`src/rtl/cpu_ctrl_pkg.sv`:
```
// ---------------------------------------------------------------------------
// cpu_ctrl_pkg
// Shared definitions for the hardwired CPU control unit: the sequencer
// state encoding, the instruction opcodes found in IR[31:27] and the ALU
// operation codes placed on OP.
// No ports (package).
// ---------------------------------------------------------------------------
package cpu_ctrl_pkg;

    typedef enum logic [3:0] {
        ST_IDLE   = 4'd0,
        ST_T0     = 4'd1,
        ST_T1     = 4'd2,
        ST_T2     = 4'd3,
        ST_T3     = 4'd4,
        ST_T4     = 4'd5,
        ST_T5     = 4'd6,
        ST_T6     = 4'd7,
        ST_HALTED = 4'd8
    } state_t;

    typedef enum logic [4:0] {
        OPC_ADD  = 5'b00011,
        OPC_SUB  = 5'b00100,
        OPC_AND  = 5'b00101,
        OPC_OR   = 5'b00110,
        OPC_MUL  = 5'b01111,
        OPC_DIV  = 5'b10000,
        OPC_HALT = 5'b11011
    } opcode_t;

    localparam logic [4:0] ALU_ADD = 5'b00011;
    localparam logic [4:0] ALU_SUB = 5'b00100;
    localparam logic [4:0] ALU_AND = 5'b00101;
    localparam logic [4:0] ALU_OR  = 5'b01000;
    localparam logic [4:0] ALU_MUL = 5'b00110;
    localparam logic [4:0] ALU_DIV = 5'b00111;

    // Instruction opcodes and ALU codes are not numerically equal (OR and
    // MUL in particular), so the mapping is kept in one place.
    function automatic logic [4:0] aluCode(input logic [4:0] opc);
        case (opc)
            OPC_ADD: aluCode = ALU_ADD;
            OPC_SUB: aluCode = ALU_SUB;
            OPC_AND: aluCode = ALU_AND;
            OPC_OR:  aluCode = ALU_OR;
            OPC_MUL: aluCode = ALU_MUL;
            OPC_DIV: aluCode = ALU_DIV;
            default: aluCode = 5'b00000;
        endcase
    endfunction

endpackage

```
`src/rtl/control_unit_if.sv`:
```
// ---------------------------------------------------------------------------
// control_unit_if
// Bundles the control unit's datapath-facing signals.
//   Run, IR                         : datapath -> control unit
//   Rin/Rout, *in/*out enables,
//   IncPC, Read, OP, Done, Illegal  : control unit -> datapath
// modport master : the control unit side
// modport slave  : the datapath (or testbench) side
// ---------------------------------------------------------------------------
interface control_unit_if;

    logic        Run;
    logic [31:0] IR;
    logic [15:0] Rin;
    logic [15:0] Rout;
    logic        PCin, IRin, HIin, LOin, ZHighin, ZLowin, MARin, MDRin, Yin;
    logic        PCout, HIout, LOout, ZHighout, ZLowout, MDRout;
    logic        IncPC, Read;
    logic [4:0]  OP;
    logic        Done, Illegal;

    modport master (
        input  Run, IR,
        output Rin, Rout,
        output PCin, IRin, HIin, LOin, ZHighin, ZLowin, MARin, MDRin, Yin,
        output PCout, HIout, LOout, ZHighout, ZLowout, MDRout,
        output IncPC, Read, OP, Done, Illegal
    );

    modport slave (
        output Run, IR,
        input  Rin, Rout,
        input  PCin, IRin, HIin, LOin, ZHighin, ZLowin, MARin, MDRin, Yin,
        input  PCout, HIout, LOout, ZHighout, ZLowout, MDRout,
        input  IncPC, Read, OP, Done, Illegal
    );

endinterface

```
`src/rtl/control_unit_reg_select.sv`:
```
// ---------------------------------------------------------------------------
// reg_select
// 4-to-16 one-hot register decoder with enable.
//   en_i     : when 0 the output is all zeros
//   sel_i    : register number 0..15
//   onehot_o : bit sel_i set when enabled
// ---------------------------------------------------------------------------
module reg_select (
    input  logic        en_i,
    input  logic [3:0]  sel_i,
    output logic [15:0] onehot_o
);

    assign onehot_o = en_i ? (16'h0001 << sel_i) : 16'h0000;

endmodule

```
`src/rtl/control_unit.sv`:
```
// ---------------------------------------------------------------------------
// control_unit
// Hardwired sequencer for a simple bus-based CPU: fetch in T0..T2, then
// decode/execute of ALU, MUL/DIV, HALT or illegal instructions.
//   Clock : rising-edge clock
//   Clear : asynchronous active-low reset, forces IDLE
//   bus   : control_unit_if.master (Run/IR in, all enables/status out)
// Outputs are a combinational decode of the registered state and IR, so an
// asserted Clear zeroes them in the same cycle.
// ---------------------------------------------------------------------------
module control_unit
    import cpu_ctrl_pkg::*;
(
    input  logic           Clock,
    input  logic           Clear,
    control_unit_if.master bus
);

    state_t     state_q, state_d;
    logic [4:0] opc;
    logic [3:0] ra, rb, rc;
    logic       isAlu, isMulDiv, isHalt;
    logic       rinEn, routEn;
    logic [3:0] rinSel, routSel;
    logic       unusedIrBits;

    assign opc          = bus.IR[31:27];
    assign ra           = bus.IR[26:23];
    assign rb           = bus.IR[22:19];
    assign rc           = bus.IR[18:15];
    assign unusedIrBits = ^bus.IR[14:0];

    assign isAlu    = (opc == OPC_ADD) || (opc == OPC_SUB) ||
                      (opc == OPC_AND) || (opc == OPC_OR);
    assign isMulDiv = (opc == OPC_MUL) || (opc == OPC_DIV);
    assign isHalt   = (opc == OPC_HALT);

    // State register.
    always_ff @(posedge Clock or negedge Clear) begin
        if (!Clear) state_q <= ST_IDLE;
        else        state_q <= state_d;
    end

    // Next-state: Run is only consulted in IDLE and in whichever state
    // completes the instruction.
    always_comb begin
        state_d = state_q;
        case (state_q)
            ST_IDLE:   state_d = bus.Run ? ST_T0 : ST_IDLE;
            ST_T0:     state_d = ST_T1;
            ST_T1:     state_d = ST_T2;
            ST_T2:     state_d = ST_T3;
            ST_T3: begin
                if (isAlu || isMulDiv) state_d = ST_T4;
                else if (isHalt)       state_d = ST_HALTED;
                else                   state_d = bus.Run ? ST_T0 : ST_IDLE;
            end
            ST_T4:     state_d = ST_T5;
            ST_T5:     state_d = isMulDiv ? ST_T6 : (bus.Run ? ST_T0 : ST_IDLE);
            ST_T6:     state_d = bus.Run ? ST_T0 : ST_IDLE;
            ST_HALTED: state_d = ST_HALTED;
            default:   state_d = ST_IDLE;
        endcase
    end

    // Output decode; register numbers are routed to the two one-hot
    // decoders rather than building Rin/Rout here.
    always_comb begin
        rinEn        = 1'b0;
        rinSel       = 4'd0;
        routEn       = 1'b0;
        routSel      = 4'd0;
        bus.PCin     = 1'b0;
        bus.IRin     = 1'b0;
        bus.HIin     = 1'b0;
        bus.LOin     = 1'b0;
        bus.ZHighin  = 1'b0;
        bus.ZLowin   = 1'b0;
        bus.MARin    = 1'b0;
        bus.MDRin    = 1'b0;
        bus.Yin      = 1'b0;
        bus.PCout    = 1'b0;
        bus.HIout    = 1'b0;
        bus.LOout    = 1'b0;
        bus.ZHighout = 1'b0;
        bus.ZLowout  = 1'b0;
        bus.MDRout   = 1'b0;
        bus.IncPC    = 1'b0;
        bus.Read     = 1'b0;
        bus.OP       = 5'b00000;
        bus.Done     = 1'b0;
        bus.Illegal  = 1'b0;
        case (state_q)
            ST_T0: begin
                bus.PCout = 1'b1;
                bus.MARin = 1'b1;
                bus.IncPC = 1'b1;
            end
            ST_T1: begin
                bus.PCin  = 1'b1;
                bus.Read  = 1'b1;
                bus.MDRin = 1'b1;
            end
            ST_T2: begin
                bus.MDRout = 1'b1;
                bus.IRin   = 1'b1;
            end
            ST_T3: begin
                if (isAlu) begin
                    routEn  = 1'b1;
                    routSel = rb;
                    bus.Yin = 1'b1;
                end else if (isMulDiv) begin
                    routEn  = 1'b1;
                    routSel = ra;
                    bus.Yin = 1'b1;
                end else if (isHalt) begin
                    bus.Done = 1'b1;
                end else begin
                    bus.Illegal = 1'b1;
                    bus.Done    = 1'b1;
                end
            end
            ST_T4: begin
                if (isAlu || isMulDiv) begin
                    routEn     = 1'b1;
                    routSel    = isAlu ? rc : rb;
                    bus.ZLowin = 1'b1;
                    bus.ZHighin = isMulDiv;
                    bus.OP     = aluCode(opc);
                end
            end
            ST_T5: begin
                bus.ZLowout = 1'b1;
                if (isMulDiv) begin
                    bus.LOin = 1'b1;
                end else begin
                    rinEn    = 1'b1;
                    rinSel   = ra;
                    bus.Done = 1'b1;
                end
            end
            ST_T6: begin
                bus.ZHighout = 1'b1;
                bus.HIin     = 1'b1;
                bus.Done     = 1'b1;
            end
            default: ;
        endcase
    end

    reg_select uRinSel (
        .en_i     (rinEn),
        .sel_i    (rinSel),
        .onehot_o (bus.Rin)
    );

    reg_select uRoutSel (
        .en_i     (routEn),
        .sel_i    (routSel),
        .onehot_o (bus.Rout)
    );

endmodule

```
`src/flat_wrapper.sv`:
```
// flat-port wrapper written by rule: the top's interface ports become plain ports
module control_unit_flat import cpu_ctrl_pkg::*;
  (Clock, Clear, bus_Run, bus_IR, bus_Rin, bus_Rout, bus_PCin, bus_IRin, bus_HIin, bus_LOin, bus_ZHighin, bus_ZLowin, bus_MARin, bus_MDRin, bus_Yin, bus_PCout, bus_HIout, bus_LOout, bus_ZHighout, bus_ZLowout, bus_MDRout, bus_IncPC, bus_Read, bus_OP, bus_Done, bus_Illegal);
  control_unit_if bus_i ();
  input  logic Clock;
  input  logic Clear;
  input wire logic [$bits(bus_i.Run)-1:0] bus_Run;
  input wire logic [$bits(bus_i.IR)-1:0] bus_IR;
  output wire logic [$bits(bus_i.Rin)-1:0] bus_Rin;
  output wire logic [$bits(bus_i.Rout)-1:0] bus_Rout;
  output wire logic [$bits(bus_i.PCin)-1:0] bus_PCin;
  output wire logic [$bits(bus_i.IRin)-1:0] bus_IRin;
  output wire logic [$bits(bus_i.HIin)-1:0] bus_HIin;
  output wire logic [$bits(bus_i.LOin)-1:0] bus_LOin;
  output wire logic [$bits(bus_i.ZHighin)-1:0] bus_ZHighin;
  output wire logic [$bits(bus_i.ZLowin)-1:0] bus_ZLowin;
  output wire logic [$bits(bus_i.MARin)-1:0] bus_MARin;
  output wire logic [$bits(bus_i.MDRin)-1:0] bus_MDRin;
  output wire logic [$bits(bus_i.Yin)-1:0] bus_Yin;
  output wire logic [$bits(bus_i.PCout)-1:0] bus_PCout;
  output wire logic [$bits(bus_i.HIout)-1:0] bus_HIout;
  output wire logic [$bits(bus_i.LOout)-1:0] bus_LOout;
  output wire logic [$bits(bus_i.ZHighout)-1:0] bus_ZHighout;
  output wire logic [$bits(bus_i.ZLowout)-1:0] bus_ZLowout;
  output wire logic [$bits(bus_i.MDRout)-1:0] bus_MDRout;
  output wire logic [$bits(bus_i.IncPC)-1:0] bus_IncPC;
  output wire logic [$bits(bus_i.Read)-1:0] bus_Read;
  output wire logic [$bits(bus_i.OP)-1:0] bus_OP;
  output wire logic [$bits(bus_i.Done)-1:0] bus_Done;
  output wire logic [$bits(bus_i.Illegal)-1:0] bus_Illegal;
  assign bus_i.Run = bus_Run;
  assign bus_i.IR = bus_IR;
  assign bus_Rin = bus_i.Rin;
  assign bus_Rout = bus_i.Rout;
  assign bus_PCin = bus_i.PCin;
  assign bus_IRin = bus_i.IRin;
  assign bus_HIin = bus_i.HIin;
  assign bus_LOin = bus_i.LOin;
  assign bus_ZHighin = bus_i.ZHighin;
  assign bus_ZLowin = bus_i.ZLowin;
  assign bus_MARin = bus_i.MARin;
  assign bus_MDRin = bus_i.MDRin;
  assign bus_Yin = bus_i.Yin;
  assign bus_PCout = bus_i.PCout;
  assign bus_HIout = bus_i.HIout;
  assign bus_LOout = bus_i.LOout;
  assign bus_ZHighout = bus_i.ZHighout;
  assign bus_ZLowout = bus_i.ZLowout;
  assign bus_MDRout = bus_i.MDRout;
  assign bus_IncPC = bus_i.IncPC;
  assign bus_Read = bus_i.Read;
  assign bus_OP = bus_i.OP;
  assign bus_Done = bus_i.Done;
  assign bus_Illegal = bus_i.Illegal;
  control_unit u_core (.Clock(Clock), .Clear(Clear), .bus(bus_i));
endmodule
```
`config.mk`:
```
export PLATFORM = sky130hd
export DESIGN_NAME = control_unit_flat
export DESIGN_NICKNAME = d
export VERILOG_FILES = /design/src/rtl/cpu_ctrl_pkg.sv /design/src/rtl/control_unit_if.sv /design/src/rtl/control_unit_reg_select.sv /design/src/rtl/control_unit.sv /design/src/flat_wrapper.sv
export SDC_FILE = /design/constraint.sdc
export NUM_CORES = 1
export LEC_CHECK = 0
export BUFFER_PORTS_ARGS = -buffer_cell sky130_fd_sc_hd__buf_2
export CORE_UTILIZATION = 40
export DETAILED_ROUTE_END_ITERATION = 7
export PLACE_DENSITY = 0.89
export SETUP_SLACK_MARGIN = 0.5
export SYNTH_ARGS = -nofsm -noshare
export SYNTH_HDL_FRONTEND = slang
export SYNTH_SLANG_ARGS = --single-unit
```
`constraint.sdc`:
```
create_clock -name Clock -period 3.8 [get_ports Clock]
set_clock_uncertainty 0.1 [all_clocks]
set_input_delay 0 -clock Clock [delete_from_list [all_inputs] [get_ports Clock]]
set_output_delay 0 -clock Clock [all_outputs]
set_load 0.02 [all_outputs]
```
# Yosys cells after proc, flatten, opt, wreduce, memory -nomap -nowiden
# Index checks and enable logic that the tools add are counted.
[op_classes]
n_div = 0
n_lt_le_gt_ge = 0
n_mul = 0
n_mux = 39
reduce_logical = 7
n_bitwise = 0
eq_ne = 15
shifts = 2
addsub = 0
[ops]
columns = ["cell", "count"]
rows = [
  ["2-to-1 mux 4 bit", 9],
  ["2-to-1 mux 16 bit", 2],
  ["case mux 4 bit (8 select lines)", 1],
  ["<< shifter 1 x 4 -> 16 bit, first input constant", 2],
  ["case mux 4 bit (6 select lines)", 1],
  ["2-to-1 mux 1 bit", 21],
  ["equality test 4 x 3 -> 1 bit, second input constant", 4],
  ["equality test 5 x 3 -> 1 bit, second input constant", 3],
  ["equality test 5 bit, second input constant", 2],
  ["2-to-1 mux 5 bit", 2],
  ["equality test 4 x 2 -> 1 bit, second input constant", 2],
  ["case mux 4 bit (2 select lines)", 1],
  ["equality test 5 x 2 -> 1 bit, second input constant", 1],
  ["equality test 5 x 4 -> 1 bit, second input constant", 1],
  ["logical OR 1 bit", 5],
  ["equality test 4 x 1 -> 1 bit, second input constant", 1],
  ["equality test 4 bit, second input constant", 1],
  ["logical NOT 4 bit", 1],
  ["case mux 1 bit (3 select lines)", 1],
  ["case mux 1 bit (2 select lines)", 1],
  ["OR reduction 2 bit", 1],
]
[totals]
n_memories = 0
ram_bits = 0
ff_bits = 4
romBits = 0
latchBits = 0
elab_cells = 64
in_bits = 35

# Depth between registers and ports, before layout
# Gate-level depths: netlist of run 1.
[depth]
word_depth = 9
ltp_mapped = 7
mapped_depth_nobuf = 5

# Hierarchy
# Synthesis of run 1 repeated with hierarchy kept, for this count alone.
[unflattened]
cells_unflattened = 153
hier_area_um2 = 1028.5
[modules_own_cells]
columns = ["module", "instances", "cells_per_inst", "seq_area_each_um2", "area_per_inst_um2"]
rows = [
  ["control_unit", 1, 107, 100.1, 788.3],
  ["reg_select", 2, 23, 0.0, 120.1],
]

# Least setup slack after synthesis of run 1
# No wires, ideal clock.
[synth_path]
path_kind = "register to output"
start = "register u_core.state_q[3]"
end = "output port bus_Rout[1]"
arrival_time_ns = 2.154
slack_ns = 1.546
required_ns = 3.700
path_stages_with_launch = 7
path_buffers = 1
cell_sequence = "dfrtp_1 > clkbuf_1 > nor2b_1 > nand2_1 > a31oi_4 > a2bb2oi_1 > nor4_1"
[synth_between]
elab_chain_cells = 4
word_cells_on_any_way = 6
classes_between = "eq/ne (2); shift (1); mux (3)"
[synth_lines]
columns = ["element", "line", "source"]
rows = [
  ["start: declaration", "control_unit.sv:19", "state_t state_q, state_d;"],
  ["start signal: assignment", "control_unit.sv:41", "else state_q <= state_d;"],
  ["equality test 4 x 3 -> 1 bit", "control_unit.sv:93", "case (state_q)"],
  ["case mux 4 bit (2 select lines)", "control_unit.sv:93", ""],
  ["<< shifter 1 x 4 -> 16 bit", "control_unit_reg_select.sv:14", "assign onehot_o = en_i ? (16'h0001 << sel_i) : 16'h0000;"],
  ["2-to-1 mux 16 bit *", "control_unit_reg_select.sv:14", ""],
  ["end: declaration", "flat_wrapper.sv:10", "output wire logic [$bits(bus_i.Rout)-1:0] bus_Rout;"],
]
# Every way passes the cells marked *; elsewhere a longest branch is shown, timed or not.

# Worst setup path in the final report of run 1
[layout_path]
start = "register u_core.state_q[2]"
end = "output port bus_Rout[9]"
# Same word-level chain as after synthesis.

==> flow_metrics.env, run 1 <==
export IMPL_rows=17
export IMPL_cts_sinks=4
export IMPL_wl_per_cell_um=12.11
export IMPL_grt_pass1_wl_mm=4.319
export IMPL_die_area_mm2=0.002703
export IMPL_total_power_mw=0.4258
export IMPL_maxSlewViolCount=0
export IMPL_numCtsBuffers=3
export IMPL_tritoncts="yes"
export IMPL_ios=91
export IMPL_ff2ff_path_depth=4
export IMPL_required_ns=3.70
export IMPL_synth_seq_cells=4
export IMPL_status="completed"
export IMPL_cts_resized=0
export IMPL_synth_edf_count=0
export IMPL_viasPerCell=5.491
export IMPL_max_freq_mhz=419.0
export IMPL_drc=0
export IMPL_clockPowerShare=0.120
export IMPL_die_h_um=51.99
export IMPL_antenna_found_initial=0
export IMPL_intPower_mw=0.1959
export IMPL_grt_max_degree=12
export IMPL_end_kind="output port"
export IMPL_largest_register="u_core.state_q"
export IMPL_grt_busiest_layer="met2"
export IMPL_crit_path_start_kind="register"
export IMPL_clock_latency_ns=0.22
export IMPL_syn_to_final_growth_pct=32.92
export IMPL_fin_util=0.5838
export IMPL_layout_setup_ws_ns=1.413
export IMPL_diodes=0
export IMPL_fin_crit_sh=0.6281
export IMPL_ant_nets=0
export IMPL_clockRootBuffer="clkbuf_4"
export IMPL_cp_max_fo=11
export IMPL_drive_above_1_share=0.4118
export IMPL_grtUsageTotal=0.2062
export IMPL_syn_area_um2=999.7
export IMPL_grt_overflow=0
export IMPL_period_needed_ns=2.387
export IMPL_dpl_worst_slack_ns=1.653
export IMPL_hpwl_mm=2.152
export IMPL_powerDensity_mw_per_mm2=320.4
export IMPL_finish_net_count=241
export IMPL_ys_types=44
export IMPL_met2_usage=0.3697
export IMPL_dieWidth_um=51.99
export IMPL_swShare=0.5399
export IMPL_combPwrFrac=0.669
export IMPL_top_regs="u_core.state_q: 4 flops"
export IMPL_start_util=0.4393
export IMPL_reg2reg_slack_ns=1.94
export IMPL_synthArstFlopShare=1.000
export IMPL_finalSetupViolations=0
export IMPL_worst_ir_drop_vdd_uv=269.0
export IMPL_tightest_slew_ns=0.6005
export IMPL_final_hold_violation_count=0
export IMPL_grt_use_met3=0.02632
export IMPL_via_count=1274
export IMPL_grt_setup_unrepaired="no"
export IMPL_routabilityCongestion=0.8185
export IMPL_clkTransAtPathRegs_ns=0.04
export IMPL_p_sw_mw=0.2299
export IMPL_tns_ns=0
export IMPL_cts_max_path_buffers=2
export IMPL_seqPwrFrac=0.211
export IMPL_firstDrtPassIters=4
export IMPL_hold_class="input pin to asynchronous set/reset pin"
export IMPL_slew_headroom=0.5988
export IMPL_grtUsageMet1=0.2509
export IMPL_htreeDepth=1
export IMPL_ys_flop_type="dfrtp_1"
export IMPL_largest_reg_flops=4
export IMPL_arrival_ns=2.29
export IMPL_port_buffers=72
export IMPL_avgSynthCellArea_um2=6.991
export IMPL_core_mm2=0.002276
export IMPL_yosysSeqAreaShare=0.1001
export IMPL_drtIter0Drc=13
export IMPL_wl_mm=2.809
export IMPL_ys_warn_count=0
export IMPL_syn_inst=143
export IMPL_grt_pass1_vias=1081
export IMPL_num_fill_cells=249
export IMPL_critical_path_class="register to output port"
export IMPL_maxCapViolCount=0
export IMPL_p_leak_nw=0.6429
[cell type report]
cell class / count / area, um^2 / area share
clock buffer: 3 / 22.52 / 0.01695
inverter: 1 / 3.754 / 0.002825
multi-input combinational: 123 / 797.0 / 0.5998
sequential: 4 / 100.1 / 0.07533
tap: 28 / 35.03 / 0.02637
timing repair buffer: 73 / 370.4 / 0.2787
[per-stage QoR]
stage	instances	hold slack (ns)	cell area [um^2]
2_1_floorplan	145	-0.3956	1007
3_3_place_gp	228	-0.2972	1296
3_5_place_dp	228	-0.2963	1296
4_1_cts	232	0.01291	1329
5_1_grt	232	0.02163	1329
6_report	232	0.006477	1329
[worst max-delay path: stages, from the launching register on]
cell and delay [ns]:
dfrtp_1 0.53, nor4bb_1 0.51, nand2_1 0.10, mux2i_1 0.19, a21boi_1 0.21, nor4_1 0.30
buf_2 0.22
[cells by family after synthesis]
group,Yosys count,synth area share
simple gates,89,0.4969
buf+inv,18,0.1101
compound gates,25,0.2253
xor+xnor,1,0.008763
other cells,1,0.003751
flops,4,0.1001
mux,5,0.05507
[synth_stat cells (2+ instances only)]
master / n / area share
nand4bb_1: 2 / 0.023
buf_4: 10 / 0.075
o2bb2ai_1: 3 / 0.026
a22oi_1: 5 / 0.038
dfrtp_1: 4 / 0.10
a21oi_1: 4 / 0.020
clkbuf_1: 2 / 0.0075
buf_2: 4 / 0.020
mux2_2: 4 / 0.045
a2bb2oi_2: 2 / 0.030
nand2b_1: 7 / 0.044
nor3_1: 9 / 0.045
nand3b_1: 3 / 0.023
nor2b_1: 3 / 0.019
nand2_1: 10 / 0.038
nand3_1: 2 / 0.010
nor4_1: 17 / 0.11
o21ai_0: 2 / 0.010
nor2_1: 23 / 0.086
nor3b_1: 2 / 0.015
or4_1: 2 / 0.015
[what timing repair did]
item                      4_1_cts  5_1_grt
setup buffers                   0        0
hold endpoints to repair        4        0
hold buffers                    1        0
[worst paths after layout]
check | startpoint | end
max in group asynchronous | Clear | u_core.state_q[0]
min in group Clock | bus_Run | u_core.state_q[0]
worst min register to register | u_core.state_q[0] | u_core.state_q[3]
worst max-delay path | u_core.state_q[2] | bus_Rout[9]
worst max register to register | u_core.state_q[2] | u_core.state_q[0]
worst min-delay path | Clear | u_core.state_q[3]
[layer usage]
layer	part of all wire	up-vias
li1	-	654
met1	0.45	562
met2	0.48	58
met3	0.070	0
met4	0	0
met5	0	-
[power by group through the flow]
stage / Clock, mW / Combinational [mW] / Sequential [mW]
finish: 0.0510 / 0.285 / 0.0899
global route: 0.0531 / 0.312 / 0.0912
CTS: 0.0513 / 0.285 / 0.0892
detailed placement: 0 / 0.283 / 0.0873
global placement: 0 / 0.279 / 0.0854
floorplan: 0 / 0.260 / 0.0651
[cells in the final DEF (no fill, tap or decap), drive strengths merged, types with 4 or more instances in the layout]
cell,instances
nor4,17
nor3,9
nand2b,7
dfrtp,4
nor2,23
a22oi,5
mux2,4
buf,72
a21oi,4
nand2,10
Power figures use the tool's default switching activity.
==> inputs of run 2 (changes only) <==
--- a/config.mk
+++ b/config.mk
@@ -6,9 +6,9 @@
 export NUM_CORES = 1
 export LEC_CHECK = 0
 export BUFFER_PORTS_ARGS = -buffer_cell sky130_fd_sc_hd__buf_2
-export CORE_UTILIZATION = 40
+export CORE_UTILIZATION = 34
 export DETAILED_ROUTE_END_ITERATION = 7
-export PLACE_DENSITY = 0.89
+export PLACE_DENSITY = 0.81
 export SETUP_SLACK_MARGIN = 0.5
 export SYNTH_ARGS = -nofsm -noshare
 export SYNTH_HDL_FRONTEND = slang
==> constraint.sdc (replaced) <==
create_clock -name Clock -period 2.16 [get_ports Clock]
set_clock_uncertainty 0.1 [all_clocks]
set_input_delay 0 -clock Clock [delete_from_list [all_inputs] [get_ports Clock]]
set_output_delay 0 -clock Clock [all_outputs]
set_load 0.02 [all_outputs]
==> run 2 against run 1 <==
The flow now finishes with violations (negative setup slack). Global-route usage increased by 11 points. Largest power group unchanged. Hold slack improved by 0.041 ns. Count of clock-buffer cells in the layout stayed put. Register-to-register slack worse by 1.6 ns. Core utilization increased by 35 points. Routed wire length up 120%. Via count up 34%. Highest routed layer is now met4. Flip-flop and latch count stayed put. Sequential power up 100%. Critical endpoint is now bus_Rin[0].
==> flow_metrics.env, run 2 (synthesis gave the netlist of run 1 again) <==
export IMPL_drtIter0Drc=85
export IMPL_dieWidth_um=56.23
export IMPL_worst_ir_drop_vdd_uv=956.9
export IMPL_rows=19
export IMPL_dpl_worst_slack_ns=-0.05544
export IMPL_required_ns=2.06
export IMPL_fin_util=0.9361
export IMPL_grt_pass1_wl_mm=7.762
export IMPL_viasPerCell=6.215
export IMPL_port_buffers=72
export IMPL_timing_hold_ws_ns=0.04726
export IMPL_wl_mm=6.270
export IMPL_hold_depth=3
export IMPL_critPathMostFrequentCell="buf_6"
export IMPL_drc=0
export IMPL_antenna_found_initial=0
export IMPL_post_dp_cell_area_mm2=0.001876
export IMPL_ios=91
export IMPL_firstDrtPassIters=4
export IMPL_end_kind="output port"
export IMPL_grt_max_degree=11
export IMPL_grt_pass1_vias=1596
export IMPL_r2r_end="u_core.state_q[0]"
export IMPL_cts_sinks=4
export IMPL_fin_crit_sh=1.045
export IMPL_core_mm2=0.002781
export IMPL_ant_nets=0
export IMPL_diodes=0
export IMPL_grt_overflow=0
export IMPL_grt_setup_unrepaired="yes"
export IMPL_failed_checks="negative setup slack"
export IMPL_status="finished, violations left"
export IMPL_layout_common_cells="buf_2 (36), buf_6 (35), buf_4 (34), nor4_4 (16), nor2_4 (12)"
export IMPL_powerDensity_mw_per_mm2=545.6
export IMPL_clockRootBuffer="clkbuf_4"
export IMPL_numCtsBuffers=3
export IMPL_tightest_slew_ns=0.6126
export IMPL_final_cell_area_mm2=0.002604
export IMPL_arrival_ns=2.16
export IMPL_hold_end="u_core.state_q[0]"
export IMPL_maxSlewViolCount=0
export IMPL_clock_latency_ns=0.25
export IMPL_die_h_um=56.23
export IMPL_tritoncts="yes"
export IMPL_grtUsageTotal=0.3184
export IMPL_top_regs="u_core.state_q: 4 flops"
export IMPL_max_freq_mhz=442.9
export IMPL_hpwl_mm=2.968
export IMPL_start_util=0.3594
export IMPL_wl_per_cell_um=22.88
export IMPL_htreeDepth=1
export IMPL_slew_headroom=0.5902
export IMPL_drive_above_1_share=0.7778
export IMPL_cp_max_fo=7
export IMPL_maxCapViolCount=0
export IMPL_finalSetupViolations=21
export IMPL_ff2ff_path_depth=5
export IMPL_period_needed_ns=2.258
export IMPL_via_count=1703
export IMPL_cts_max_path_buffers=2
export IMPL_die_area_mm2=0.003161
export IMPL_final_hold_violation_count=0
export IMPL_layout_setup_ws_ns=-0.09795
export IMPL_reg2reg_slack_ns=0.37
export IMPL_num_fill_cells=83
export IMPL_clkTransAtPathRegs_ns=0.04
export IMPL_hp_start="bus_Run"
export IMPL_largest_register="u_core.state_q"
export IMPL_r2r_start="u_core.state_q[2]"
export IMPL_syn_to_final_growth_pct=160.5
export IMPL_crit_path_start_kind="register"
export IMPL_finish_net_count=280
export IMPL_p_leak_nw=1.034
export IMPL_critical_path_class="register to output port"
export IMPL_routabilityCongestion=0.7965
export IMPL_hold_class="input pin to register"
export IMPL_largest_reg_flops=4
export IMPL_slowest_delay_ns=0.57
export IMPL_path_cells="buf_6 -> nand2b_4 -> or2_4 -> or4_4 -> nor3_4 -> buf_6"
export IMPL_critPathSlowestCell="or4_4"
export IMPL_layout_cells_most_common="buf_2"
## run 2: timing repair
action                                  in CTS  in global routing
hold endpoints to repair                     4                  0
endpoints found under the setup margin      35                 43
resized for setup                           51                 57
pin swaps                                   29                 17
setup buffers                               17                 12
hold buffers                                 2                  0
## run 2: through the flow
step / power (mW) / setup TNS, ns / instances
6_report: 1.421 / -1.190 / 274
5_1_grt: 1.459 / -2.442 / 274
4_1_cts: 1.077 / -0.02656 / 262
3_5_place_dp: 0.8042 / -0.5349 / 240
3_3_place_gp: 0.7888 / 0 / 240
2_1_floorplan: 0.6925 / 0 / 145
## run 2: worst max-delay path by stage
stage | startpoint | endpoint | slack, ns | cells after the start
5_1_grt | u_core.state_q[1] | bus_Rin[0] | -0.14 | 6
6_report | u_core.state_q[1] | bus_Rin[0] | -0.1 | 6
2_1_floorplan | u_core.state_q[3] | bus_Rout[11] | 0.17 | 6
3_3_place_gp | bus_IR[29] | bus_Rout[5] | 0.04 | 8
4_1_cts | u_core.state_q[1] | bus_Rout[2] | -0.008 | 7
3_5_place_dp | bus_IR[29] | bus_Rout[11] | -0.06 | 7
## run 2: cell type report
cell class | instances | area [um^2] | area share
Multi-Input combinational cell | 123 | 1484 | 0.5699
Timing Repair Buffer | 112 | 949.7 | 0.3647
Sequential cell | 4 | 105.1 | 0.04037
Tap cell | 31 | 38.79 | 0.01490
Clock buffer | 3 | 22.52 | 0.008650
Inverter | 1 | 3.754 | 0.001442
## run 2: report_power, final
group          internal [mW]  total, mW  switching (mW)  leakage, nW
registers              0.105      0.180          0.0747       0.0463
clock network         0.0629      0.105          0.0421       0.0138
logic                  0.530       1.14           0.606        0.974
## run 2: critical path: cells and delay by family, from the launching register on
kind | cells | cell delay, ns
simple gates | 4 | 1.07
buf+inv | 2 | 0.30
flops | 1 | 0.53
## run 2: routing by layer
layer,wire length (um),up-vias,global-route usage
met5,0,-,0
met4,357,0,0.2021
met2,3355,127,0.5765
li1,-,736,-
met1,2100,811,0.3433
met3,456,29,0.04419
